### config.mk
export PLATFORM = sky130hd
export DESIGN_NAME = tile_draw_ctrl
export DESIGN_NICKNAME = d
export VERILOG_FILES = /design/src/rtl/tile_pkg.sv /design/src/rtl/tile_origin_lut.sv /design/src/rtl/tile_draw_ctrl.sv
export SDC_FILE = /design/constraint.sdc
export NUM_CORES = 1
export LEC_CHECK = 0
export BUFFER_PORTS_ARGS = -buffer_cell sky130_fd_sc_hd__clkbuf_2
export CAP_MARGIN = 15
export CORE_MARGIN = 2
export CORE_UTILIZATION = 35
export DETAILED_ROUTE_END_ITERATION = 8
export GPL_TIMING_DRIVEN = 0
export MAX_ROUTING_LAYER = met4
export SKIP_LAST_GASP = 1
export SLEW_MARGIN = 0
export SYNTH_ARGS = -nofsm -noshare
export SYNTH_HDL_FRONTEND = slang
export SYNTH_HIERARCHICAL = 1
export SYNTH_SLANG_ARGS = --single-unit
### constraint.sdc
create_clock -name clock -period 3.6 [get_ports clock]
set_input_delay 0.36 -clock clock [delete_from_list [all_inputs] [get_ports clock]]
set_output_delay 0.36 -clock clock [all_outputs]
set_load 0.05 [all_outputs]
### src/rtl/tile_pkg.sv
// Shared definitions for the tile drawing controller.
//   TILE_SIZE     default tile edge length in pixels (power of two, 2..16)
//   tile_state_e  controller FSM state encoding
//   BLACK, WHITE, TILEn_COLOUR  3-bit VGA colour constants
package tile_pkg;

  localparam int unsigned TILE_SIZE = 8;

  typedef enum logic [1:0] {
    StIdle,
    StLoad,
    StDraw,
    StDone
  } tile_state_e;

  localparam logic [2:0] BLACK        = 3'b000;
  localparam logic [2:0] WHITE        = 3'b111;
  localparam logic [2:0] TILE0_COLOUR = 3'b001;
  localparam logic [2:0] TILE1_COLOUR = 3'b010;
  localparam logic [2:0] TILE2_COLOUR = 3'b011;
  localparam logic [2:0] TILE3_COLOUR = 3'b100;

endpackage

### src/rtl/tile_origin_lut.sv
// Combinational map from a 2-bit tile index to its screen origin and fill colour.
// Tiles form a 2x2 grid: index bit 0 selects the column, bit 1 the row.
// Ports:
//   tile_i         tile index 0..3
//   origin_x_o     pixel column of the tile's top-left corner
//   origin_y_o     pixel row of the tile's top-left corner
//   tile_colour_o  fill colour of the tile
module tile_origin_lut #(
  parameter int unsigned TILE_SIZE = tile_pkg::TILE_SIZE
) (
  input  logic [1:0] tile_i,
  output logic [7:0] origin_x_o,
  output logic [6:0] origin_y_o,
  output logic [2:0] tile_colour_o
);
  import tile_pkg::*;

  localparam logic [7:0] StepX = 8'(TILE_SIZE);
  localparam logic [6:0] StepY = 7'(TILE_SIZE);

  always_comb begin
    origin_x_o    = '0;
    origin_y_o    = '0;
    tile_colour_o = BLACK;
    unique case (tile_i)
      2'd0: begin
        tile_colour_o = TILE0_COLOUR;
      end
      2'd1: begin
        origin_x_o    = StepX;
        tile_colour_o = TILE1_COLOUR;
      end
      2'd2: begin
        origin_y_o    = StepY;
        tile_colour_o = TILE2_COLOUR;
      end
      2'd3: begin
        origin_x_o    = StepX;
        origin_y_o    = StepY;
        tile_colour_o = TILE3_COLOUR;
      end
    endcase
  end

endmodule

### src/rtl/tile_draw_ctrl.sv
// Tile draw controller: on an accepted start, plots one TILE_SIZE x TILE_SIZE tile
// row-major into a VGA adapter, one pixel per cycle, then pulses done.
// Optional build macro TILE_BORDER_EN: non-erase draws paint the tile's outer
// ring white; cycle timing is unchanged.
// Ports:
//   clock, reset   system clock, synchronous active-high reset
//   start          draw request, sampled only while ready=1
//   tile, erase    tile index and erase flag, sampled with start
//   ready          idle, will accept start
//   x, y, colour   registered pixel coordinates and colour, held while plot=0
//   plot           pixel write strobe
//   done           one-cycle pulse when a tile draw completes
module tile_draw_ctrl #(
  parameter int unsigned TILE_SIZE = tile_pkg::TILE_SIZE
) (
  input  logic       clock,
  input  logic       reset,
  input  logic       start,
  input  logic [1:0] tile,
  input  logic       erase,
  output logic       ready,
  output logic [7:0] x,
  output logic [6:0] y,
  output logic [2:0] colour,
  output logic       plot,
  output logic       done
);
  import tile_pkg::*;

  localparam int unsigned    CntW   = $clog2(TILE_SIZE);
  localparam logic [CntW-1:0] CntMax = CntW'(TILE_SIZE - 1);

`ifdef TILE_BORDER_EN
  localparam bit BorderEn = 1'b1;
`else
  localparam bit BorderEn = 1'b0;
`endif

  function automatic logic [2:0] pixel_colour(input logic [2:0]      tcol,
                                              input logic            ers,
                                              input logic [CntW-1:0] lx,
                                              input logic [CntW-1:0] ly);
    logic on_edge;
    on_edge = (lx == '0) || (lx == CntMax) || (ly == '0) || (ly == CntMax);
    if (ers) return BLACK;
    if (BorderEn && on_edge) return WHITE;
    return tcol;
  endfunction

  tile_state_e state_q, state_d;

  // Request captured at acceptance so later input changes are ignored.
  logic [1:0] tile_q;
  logic       erase_req_q;

  // Draw context registered in LOAD.
  logic [7:0] org_x_q;
  logic [6:0] org_y_q;
  logic [2:0] tcol_q;
  logic       erase_q;

  // Local coordinates of the pixel currently on the outputs.
  logic [CntW-1:0] lx_q, ly_q;
  logic [CntW-1:0] lx_nxt, ly_nxt;

  logic [7:0] x_q, x_d;
  logic [6:0] y_q, y_d;
  logic [2:0] colour_q, colour_d;

  logic [7:0] lut_x;
  logic [6:0] lut_y;
  logic [2:0] lut_col;

  logic            last_pix;
  logic [7:0]      src_ox;
  logic [6:0]      src_oy;
  logic [2:0]      src_col;
  logic            src_erase;
  logic [CntW-1:0] src_lx, src_ly;

  tile_origin_lut #(
    .TILE_SIZE(TILE_SIZE)
  ) u_lut (
    .tile_i       (tile_q),
    .origin_x_o   (lut_x),
    .origin_y_o   (lut_y),
    .tile_colour_o(lut_col)
  );

  always_comb begin
    state_d  = state_q;
    last_pix = (lx_q == CntMax) && (ly_q == CntMax);
    unique case (state_q)
      StIdle:  if (start) state_d = StLoad;
      StLoad:  state_d = StDraw;
      StDraw:  if (last_pix) state_d = StDone;
      StDone:  state_d = StIdle;
      default: state_d = StIdle;
    endcase
  end

  // Row-major scan step.
  always_comb begin
    lx_nxt = lx_q;
    ly_nxt = ly_q;
    if (lx_q == CntMax) begin
      lx_nxt = '0;
      ly_nxt = ly_q + 1'b1;
    end else begin
      lx_nxt = lx_q + 1'b1;
    end
  end

  // Pixel registers are loaded one edge ahead of plot: from the LUT for the first
  // pixel (leaving LOAD), from the registered context for every later pixel.
  always_comb begin
    src_ox    = org_x_q;
    src_oy    = org_y_q;
    src_col   = tcol_q;
    src_erase = erase_q;
    src_lx    = lx_nxt;
    src_ly    = ly_nxt;
    if (state_q == StLoad) begin
      src_ox    = lut_x;
      src_oy    = lut_y;
      src_col   = lut_col;
      src_erase = erase_req_q;
      src_lx    = '0;
      src_ly    = '0;
    end
    x_d      = src_ox + 8'(src_lx);
    y_d      = src_oy + 7'(src_ly);
    colour_d = pixel_colour(src_col, src_erase, src_lx, src_ly);
  end

  always_ff @(posedge clock) begin
    if (reset) begin
      state_q     <= StIdle;
      tile_q      <= '0;
      erase_req_q <= 1'b0;
      org_x_q     <= '0;
      org_y_q     <= '0;
      tcol_q      <= BLACK;
      erase_q     <= 1'b0;
      lx_q        <= '0;
      ly_q        <= '0;
      x_q         <= '0;
      y_q         <= '0;
      colour_q    <= BLACK;
    end else begin
      state_q <= state_d;
      if ((state_q == StIdle) && start) begin
        tile_q      <= tile;
        erase_req_q <= erase;
      end
      if (state_q == StLoad) begin
        org_x_q  <= lut_x;
        org_y_q  <= lut_y;
        tcol_q   <= lut_col;
        erase_q  <= erase_req_q;
        lx_q     <= '0;
        ly_q     <= '0;
        x_q      <= x_d;
        y_q      <= y_d;
        colour_q <= colour_d;
      end
      if ((state_q == StDraw) && !last_pix) begin
        lx_q     <= lx_nxt;
        ly_q     <= ly_nxt;
        x_q      <= x_d;
        y_q      <= y_d;
        colour_q <= colour_d;
      end
    end
  end

  assign ready  = (state_q == StIdle);
  assign plot   = (state_q == StDraw);
  assign done   = (state_q == StDone);
  assign x      = x_q;
  assign y      = y_q;
  assign colour = colour_q;

endmodule

==> impl_metrics.json, run 1 <==
{
  "criticalPathCategory": "reg2reg",
  "tritoncts": "yes",
  "worst_ep_required_time_ns": 3.83,
  "synthesis.area_per_instance_um2": 9.21,
  "grt_pass1_wl_mm": 8.98,
  "synth_area_leaders": "sky130_fd_sc_hd__dfxtp_1 39%, sky130_fd_sc_hd__ha_1 9.6%, sky130_fd_sc_hd__mux2i_1 6.8%, sky130_fd_sc_hd__nor2_1 5.0%, sky130_fd_sc_hd__buf_4 3.9%",
  "htree_num_levels": 2,
  "crit_path_max_fanout": 10,
  "hold_viol": 0,
  "detailedPlacementHpwl_mm": 3.92,
  "io_buffers": 26,
  "placeableCoreArea_um2": 6830,
  "fmax_mhz": 338,
  "yosysSeqAreaShare_pct": 38.7,
  "overall_global_routing_resource_usage_pct": 15.2,
  "final_net_count": 342,
  "yosysUniqueCellTypes": 41,
  "post_synth_instance_area_um2": 2490,
  "finalCritPeriodShare_pct": 82.2,
  "maxSlewViolCount": 0,
  "synth_top_family_by_area": "simple AND/OR/NAND/NOR gates",
  "cts-root-buf": "sky130_fd_sc_hd__clkbuf_8",
  "start_util_pct": 36.4,
  "filler_cell_count_in_the_final_layout": 745,
  "number_of_setup_violations_in_the_final_report": 0,
  "outcome": "completed",
  "dp_worst_setup_slack_ns": 0.643,
  "synth_flop_cell": "sky130_fd_sc_hd__dfxtp_1",
  "async_reset_ff_share_pct": 0,
  "ctsHoldBuffers": 0,
  "path_cells": "inv_1 -> ha_1 -> buf_6 -> buf_6 -> buf_2 -> mux2_2 -> ha_1 -> fa_1 -> a21oi_1 -> a211oi_1 -> xor2_1 -> o21ai_0",
  "yosys-mux-area-fraction_pct": 9.56,
  "slew_headroom_pct": 60.0,
  "slowest_stage": "sky130_fd_sc_hd__fa_1",
  "synth-seq-cells": 48,
  "detailroute.via_count": 1912,
  "final.setup.worst_slack_ns": 0.642,
  "wire_per_inst_um": 12.6,
  "irDropWorstVdd_mv": 0.325,
  "synth_most_common_cell": "sky130_fd_sc_hd__dfxtp_1",
  "grt_setup_unrepaired": "false",
  "detail-route-antenna-nets": 0,
  "route.detailed.drc": 0,
  "width_of_the_chip_um": 88.3,
  "netlist_top_cells_count": "48 x sky130_fd_sc_hd__dfxtp_1, 33 x sky130_fd_sc_hd__nor2_1, 19 x sky130_fd_sc_hd__ha_1",
  "die_h_um": 88.3,
  "grt_start_max_net_pins": 14,
  "worst_skew_pair.late_latency_ns": 0.30,
  "cts_num_sinks": 48,
  "worst_setup_path_start_kind": "flop",
  "multi_input_area_um2": 1370,
  "cts_buffer_depth": 2,
  "cts_post_setup_buffers_inserted": 0,
  "hold-worst-slack_ns": 0.283,
  "initial_antenna_violation_count": 0,
  "maxCapViolations": 0,
  "synth_compound_area_share_pct": 10.7,
  "total_power_w": 0.00210,
  "die_area_um2": 7790,
  "finClkSkew_ns": 0.00498,
  "synthSimpleGateAreaFrac_pct": 18.6,
  "num_rows": 30,
  "cp_data_arrival_time_ns": 3.19,
  "first_global_vias": 1931,
  "gp_congestion": 0.811,
  "yosys_warnings": 6,
  "cts-buffers-inserted": 5,
  "drt-vias-per-instance": 4.64,
  "min_period_ns": 2.96,
  "cts-resized-gates": 0,
  "critical-path-max-stage-delay_ns": 0.40,
  "wirelength_routed_mm": 5.18,
  "insertedDiodeCount": 0,
  "area_share_of_xor_xnor_cells_in_the_synthesized_design_pct": 3.17,
  "overflow": 0,
  "p_per_area_nw_per_um2": 731,
  "synth_edf_count": 0,
  "critical_path.top_delay_family": "adder cells",
  "cp_num_buf_inv": 4,
  "power_leakage_nw": 1.29,
  "layout.area.seq_um2": 961,
  "clkTransAtPathRegs_ns": 0.09,
  "post_synth_fa_ha_maj_area_fraction_pct": 11.2,
  "synth_largest_type_area_fraction_pct": 38.7,
  "layout-area-overhead-vs-synth_pct": 15.5,
  "synth_cells": 270,
  "drive_above_1_share_pct": 19.3,
  "final.setup.tns_ns": 0,
  "floorplan.io_pins": 27,
  "drtIter0Drc": 79,
  "yosysTopAreaCell": "sky130_fd_sc_hd__dfxtp_1",
  "firstDrtPassIters": 5,
  "worstMarginPinSlew_ns": 0.599,
  "worstHoldPathType": "in2reg",
  "timing.critical_path.to_type": "flop"
}
## layer usage
layer	global-route usage (%)	wire length [um]	vias up
met3	2.80	162	4
met1	19.8	2600	895
met5	-	0	-
li1	-	-	985
met4	3.31	32	0
met2	24.9	2390	28
## cell usage in the layout, fill, tap and decap left out, types with 8 or more instances in the layout
| cell | instances |
|---|---|
| sky130_fd_sc_hd__a21oi_1 | 17 |
| sky130_fd_sc_hd__buf_4 | 13 |
| sky130_fd_sc_hd__clkbuf_2 | 26 |
| sky130_fd_sc_hd__conb_1 | 13 |
| sky130_fd_sc_hd__dfxtp_1 | 48 |
| sky130_fd_sc_hd__ha_1 | 19 |
| sky130_fd_sc_hd__mux2i_1 | 17 |
| sky130_fd_sc_hd__nand2_1 | 17 |
| sky130_fd_sc_hd__nand3_1 | 11 |
| sky130_fd_sc_hd__nand3b_1 | 8 |
| sky130_fd_sc_hd__nor2_1 | 33 |
| sky130_fd_sc_hd__nor2b_1 | 8 |
## kinds of logic after synthesis
kind of cell	after synthesis
XOR/XNOR	9
AND/OR/NAND/NOR	92
AO/OA/AOI/OAI	42
buffers and inverters	34
flip-flops	48
adder cells (fa/ha/maj)	21
multiplexers	23
other	1
## final timing paths
kind	cells past startpoint	slack (ns)	from	to
worst max-delay path	12	0.64	state_q[1]$_SDFFE_PP0P_	y[6]$_SDFFE_PP0P_
worst max register to register	12	0.64	state_q[1]$_SDFFE_PP0P_	y[6]$_SDFFE_PP0P_
worst min-delay path	3	0.28	erase	erase_req_q$_SDFFE_PP0P_
worst min register to register	2	0.45	y[1]$_SDFFE_PP0P_	y[1]$_SDFFE_PP0P_
## state kept, by name, indices dropped and copies added (netlist names)
name         count
erase_req_q      1
x                8
state_q          2
org_y_q          7
tile_q           2
tcol_q           3
ly_q             3
erase_q          1
y                7
lx_q             3
org_x_q          8
colour           3
## area by class of cell
class	instances	share of cell area (%)
clock buffers	8	3.14
repair buffers	26	4.53
flip-flops and latches	48	33.5
well taps	96	4.18
multi-input cells	200	47.8
plain buffers	28	6.14
inverters	6	0.784
## per-stage QoR
step	instance area, um^2	instances	util, %
2_1_floorplan	2530	282	-
3_3_place_gp	2780	404	40.7
3_5_place_dp	2780	404	40.7
4_1_cts	2870	412	42.0
5_1_grt	2870	412	42.0
6_report	2870	412	42.0
## power by group
part           switching [W]  total (W)  internal (W)
Combinational       0.000698    0.00106      0.000359
Clock               0.000178   0.000335      0.000157
Sequential         0.0000622   0.000707      0.000645
Total               0.000938    0.00210       0.00116
## tightest hold or removal path: cells and delay by family
kind	cells	cell delay, ns
AOI/OAI and AO/OA	1	0.05
and+or+nand+nor	1	0.05
buffers and inverters	1	0.08
Note: power is estimated with default switching activity, not from simulation.
==> inputs of run 2 (changes only) <==
--- a/config.mk
+++ b/config.mk
@@ -5,6 +5,7 @@
 export SDC_FILE = /design/constraint.sdc
 export NUM_CORES = 1
 export LEC_CHECK = 0
+export ABC_AREA = 1
 export BUFFER_PORTS_ARGS = -buffer_cell sky130_fd_sc_hd__clkbuf_2
 export CAP_MARGIN = 15
 export CORE_MARGIN = 2
==> constraint.sdc (replaced) <==
create_clock -name clock -period 3.09 [get_ports clock]
set_input_delay 0.309 -clock clock [delete_from_list [all_inputs] [get_ports clock]]
set_output_delay 0.309 -clock clock [all_outputs]
set_load 0.05 [all_outputs]
==> run 2 against run 1 <==
  * Non-clock buffer count is 3 lower
  * Highest routed layer unchanged
  * Wire length is 4.7% higher
  * Largest power group unchanged
  * Global-route usage is 0.13 points lower
  * First-iteration DRC count is 29% lower
  * Clock skew is 0.0053 ns higher
==> impl_metrics.json, run 2 <==
{
  "crit_path_max_fanout": 10,
  "overflow": 0,
  "worst_hold_startpoint": "tile[0]",
  "critical_path.top_delay_family": "adder cells",
  "clock_share_of_power_pct": 12.9,
  "synth_largest_type_area_fraction_pct": 38.0,
  "filler_cell_count_in_the_final_layout": 756,
  "detailroute.via_count": 2089,
  "cts_buffer_depth": 2,
  "overall_global_routing_resource_usage_pct": 15.1,
  "combPwrFrac_pct": 56.9,
  "yosysUniqueCellTypes": 32,
  "power.net_switching_w": 0.00149,
  "synth_most_common_cell": "sky130_fd_sc_hd__nand2_1",
  "wire_per_inst_um": 11.3,
  "number_of_setup_violations_in_the_final_report": 0,
  "fmax_mhz": 388,
  "detailedPlacementHpwl_mm": 4.11,
  "worstHoldPathType": "in2reg",
  "async_reset_ff_share_pct": 0,
  "cp_num_buf_inv": 5,
  "power.sequential.fraction_pct": 30.2,
  "outcome": "completed",
  "drive_above_1_share_pct": 18.4,
  "grt_setup_unrepaired": "false",
  "dp_worst_setup_slack_ns": 0.520,
  "synthesis.area_per_instance_um2": 7.58,
  "io_buffers": 26,
  "cts-resized-gates": 0,
  "yosys_warnings": 6,
  "worstMarginPinSlew_ns": 0.643,
  "floorplan.io_pins": 27,
  "grt_pass1_wl_mm": 8.85,
  "synth_flop_cell": "sky130_fd_sc_hd__dfxtp_1",
  "mostFrequentLayoutCells": "67 x sky130_fd_sc_hd__nand2_1, 48 x sky130_fd_sc_hd__dfxtp_1, 37 x sky130_fd_sc_hd__inv_1, 37 x sky130_fd_sc_hd__nor2_1, 26 x sky130_fd_sc_hd__clkbuf_2",
  "start_util_pct": 35.5,
  "hold_viol": 0,
  "final.setup.worst_slack_ns": 0.515,
  "htree_num_levels": 2,
  "min_period_ns": 2.58,
  "netlist_top_cells_count": "67 x sky130_fd_sc_hd__nand2_1, 48 x sky130_fd_sc_hd__dfxtp_1, 37 x sky130_fd_sc_hd__inv_1, 37 x sky130_fd_sc_hd__nor2_1, 25 x sky130_fd_sc_hd__o21ai_0",
  "maxCapViolations": 0,
  "yosysTopAreaCell": "sky130_fd_sc_hd__dfxtp_1",
  "worst_setup_path_start_kind": "flop",
  "ctsHoldBuffers": 0,
  "synth_edf_count": 0,
  "cts_post_setup_buffers_inserted": 0,
  "insertedDiodeCount": 0,
  "clkTransAtPathRegs_ns": 0.09,
  "layout-area-overhead-vs-synth_pct": 15.5,
  "maxSlewViolCount": 0,
  "route.detailed.drc": 0,
  "cts_num_sinks": 48,
  "die_h_um": 89.0,
  "finalCritPeriodShare_pct": 83.3,
  "slew_headroom_pct": 57.1,
  "firstDrtPassIters": 4,
  "critical-path-max-stage-delay_ns": 0.40,
  "initial_antenna_violation_count": 0,
  "slowest_stage": "sky130_fd_sc_hd__fa_1",
  "p_int_w": 0.00148,
  "yosysSeqAreaShare_pct": 38.0,
  "drt-vias-per-instance": 4.36,
  "irDropWorstVdd_mv": 0.557,
  "criticalPathCategory": "reg2reg",
  "final_net_count": 406,
  "final_common_cell": "sky130_fd_sc_hd__nand2_1",
  "worst_r2r_startpoint": "state_q[1]$_SDFFE_PP0P_",
  "swShare_pct": 50.3,
  "cp_data_arrival_time_ns": 2.78,
  "synth_area_leaders": "sky130_fd_sc_hd__dfxtp_1 38%, sky130_fd_sc_hd__nand2_1 9.9%, sky130_fd_sc_hd__ha_1 9.4%, sky130_fd_sc_hd__inv_1 5.5%, sky130_fd_sc_hd__nor2_1 5.5%",
  "first_global_vias": 1869,
  "cts-buffers-inserted": 5,
  "p_per_area_nw_per_um2": 1020,
  "num_rows": 31,
  "cts-root-buf": "sky130_fd_sc_hd__clkbuf_8",
  "synth_cells": 334,
  "die_area_um2": 7930,
  "startpoint": "state_q[1]$_SDFFE_PP0P_",
  "synth-seq-cells": 48,
  "place_area_um2": 2830,
  "final.setup.tns_ns": 0,
  "post_layout_utilization_of_the_core_pct": 41.0,
  "drtIter0Drc": 56,
  "power_leakage_nw": 1.46,
  "worst_skew_pair.late_latency_ns": 0.30,
  "post_synth_instance_area_um2": 2530,
  "finClkSkew_ns": 0.0103,
  "wirelength_routed_mm": 5.43,
  "width_of_the_chip_um": 89.0,
  "worst_ep_required_time_ns": 3.29,
  "timing.critical_path.to_type": "flop",
  "grt_start_max_net_pins": 15,
  "tritoncts": "yes",
  "path_cells": "inv_1 -> ha_1 -> buf_6 -> buf_6 -> buf_2 -> nor2_1 -> ha_1 -> fa_1 -> a21o_1 -> and2_1 -> nand3_1 -> nand3_1 -> nand2_1 -> inv_1",
  "detail-route-antenna-nets": 0,
  "finish.instance_area_um2": 2920,
  "placeableCoreArea_um2": 7140,
  "gp_congestion": 0.799
}
[run 2: cell count changes after synthesis, moves of 6 or more]
cell | previous run | this run
sky130_fd_sc_hd__nor2b_1 | 8 | 0
sky130_fd_sc_hd__a211oi_1 | 7 | 0
sky130_fd_sc_hd__nand2_1 | 17 | 67
sky130_fd_sc_hd__mux2_2 | 6 | 0
sky130_fd_sc_hd__o21ai_0 | 5 | 25
sky130_fd_sc_hd__nand3b_1 | 8 | 0
sky130_fd_sc_hd__mux2i_1 | 17 | 3
sky130_fd_sc_hd__inv_1 | 6 | 37
[run 2: cells by family after synthesis]
| kind of cell | after synthesis | synth area share (%) |
|---|---|---|
| other cells | 1 | 0.148 |
| flops | 48 | 38.0 |
| buf+inv | 64 | 12.8 |
| mux | 3 | 1.19 |
| compound gates | 63 | 13.9 |
| simple gates | 128 | 21.0 |
| fa+ha+maj | 21 | 11.0 |
| xor+xnor | 6 | 2.08 |
[run 2: cell type report]
class / count / area (um^2) / area share, %
multi-input combinational: 234 / 1290 / 44.2
sequential: 48 / 961 / 32.9
buffer: 25 / 169 / 5.78
inverter: 39 / 154 / 5.27
timing repair buffer: 26 / 130 / 4.45
tap: 99 / 124 / 4.24
clock buffer: 6 / 82.6 / 2.83
clock inverter: 2 / 10.0 / 0.342
[run 2: power groups by stage]
stage               Combinational, W  Sequential [W]  Clock [W]
finish                       0.00169        0.000897   0.000385
global route                 0.00188        0.000922   0.000423
CTS                          0.00170        0.000901   0.000400
detailed placement           0.00169        0.000915          0
global placement             0.00167        0.000910          0
floorplan                   0.000986         0.00124          0
[run 2: worst min-delay path, cell delays in order]
cell and delay (ns):
sky130_fd_sc_hd__clkbuf_2 0.07, sky130_fd_sc_hd__o21ai_0 0.07, sky130_fd_sc_hd__nor2_1 0.07
[run 2: worst paths after layout]
| check | depth (start not counted) | slack, ns | to |
|---|---|---|---|
| max | 14 | 0.51 | y[6]$_SDFFE_PP0P_ |
| min | 3 | 0.26 | tile_q[0]$_SDFFE_PP0P_ |
| max reg2reg | 14 | 0.51 | y[6]$_SDFFE_PP0P_ |
| min reg2reg | 2 | 0.47 | erase_req_q$_SDFFE_PP0P_ |
[run 2: layer usage]
| metal | vias up | track usage [%] | routed length [um] |
|---|---|---|---|
| li1 | 1118 | - | - |
| met1 | 935 | 20.1 | 2700 |
| met2 | 34 | 23.5 | 2490 |
| met3 | 2 | 3.05 | 187 |
| met4 | 0 | 3.93 | 41 |
| met5 | - | - | 0 |
[run 2: stage by stage]
step,hold slack (ns),total power [W],instances
floorplan,0.429,0.00223,346
global placement,0.448,0.00258,471
detailed placement,0.454,0.00260,471
CTS,0.258,0.00300,479
global route,0.271,0.00323,479
finish,0.256,0.00297,479
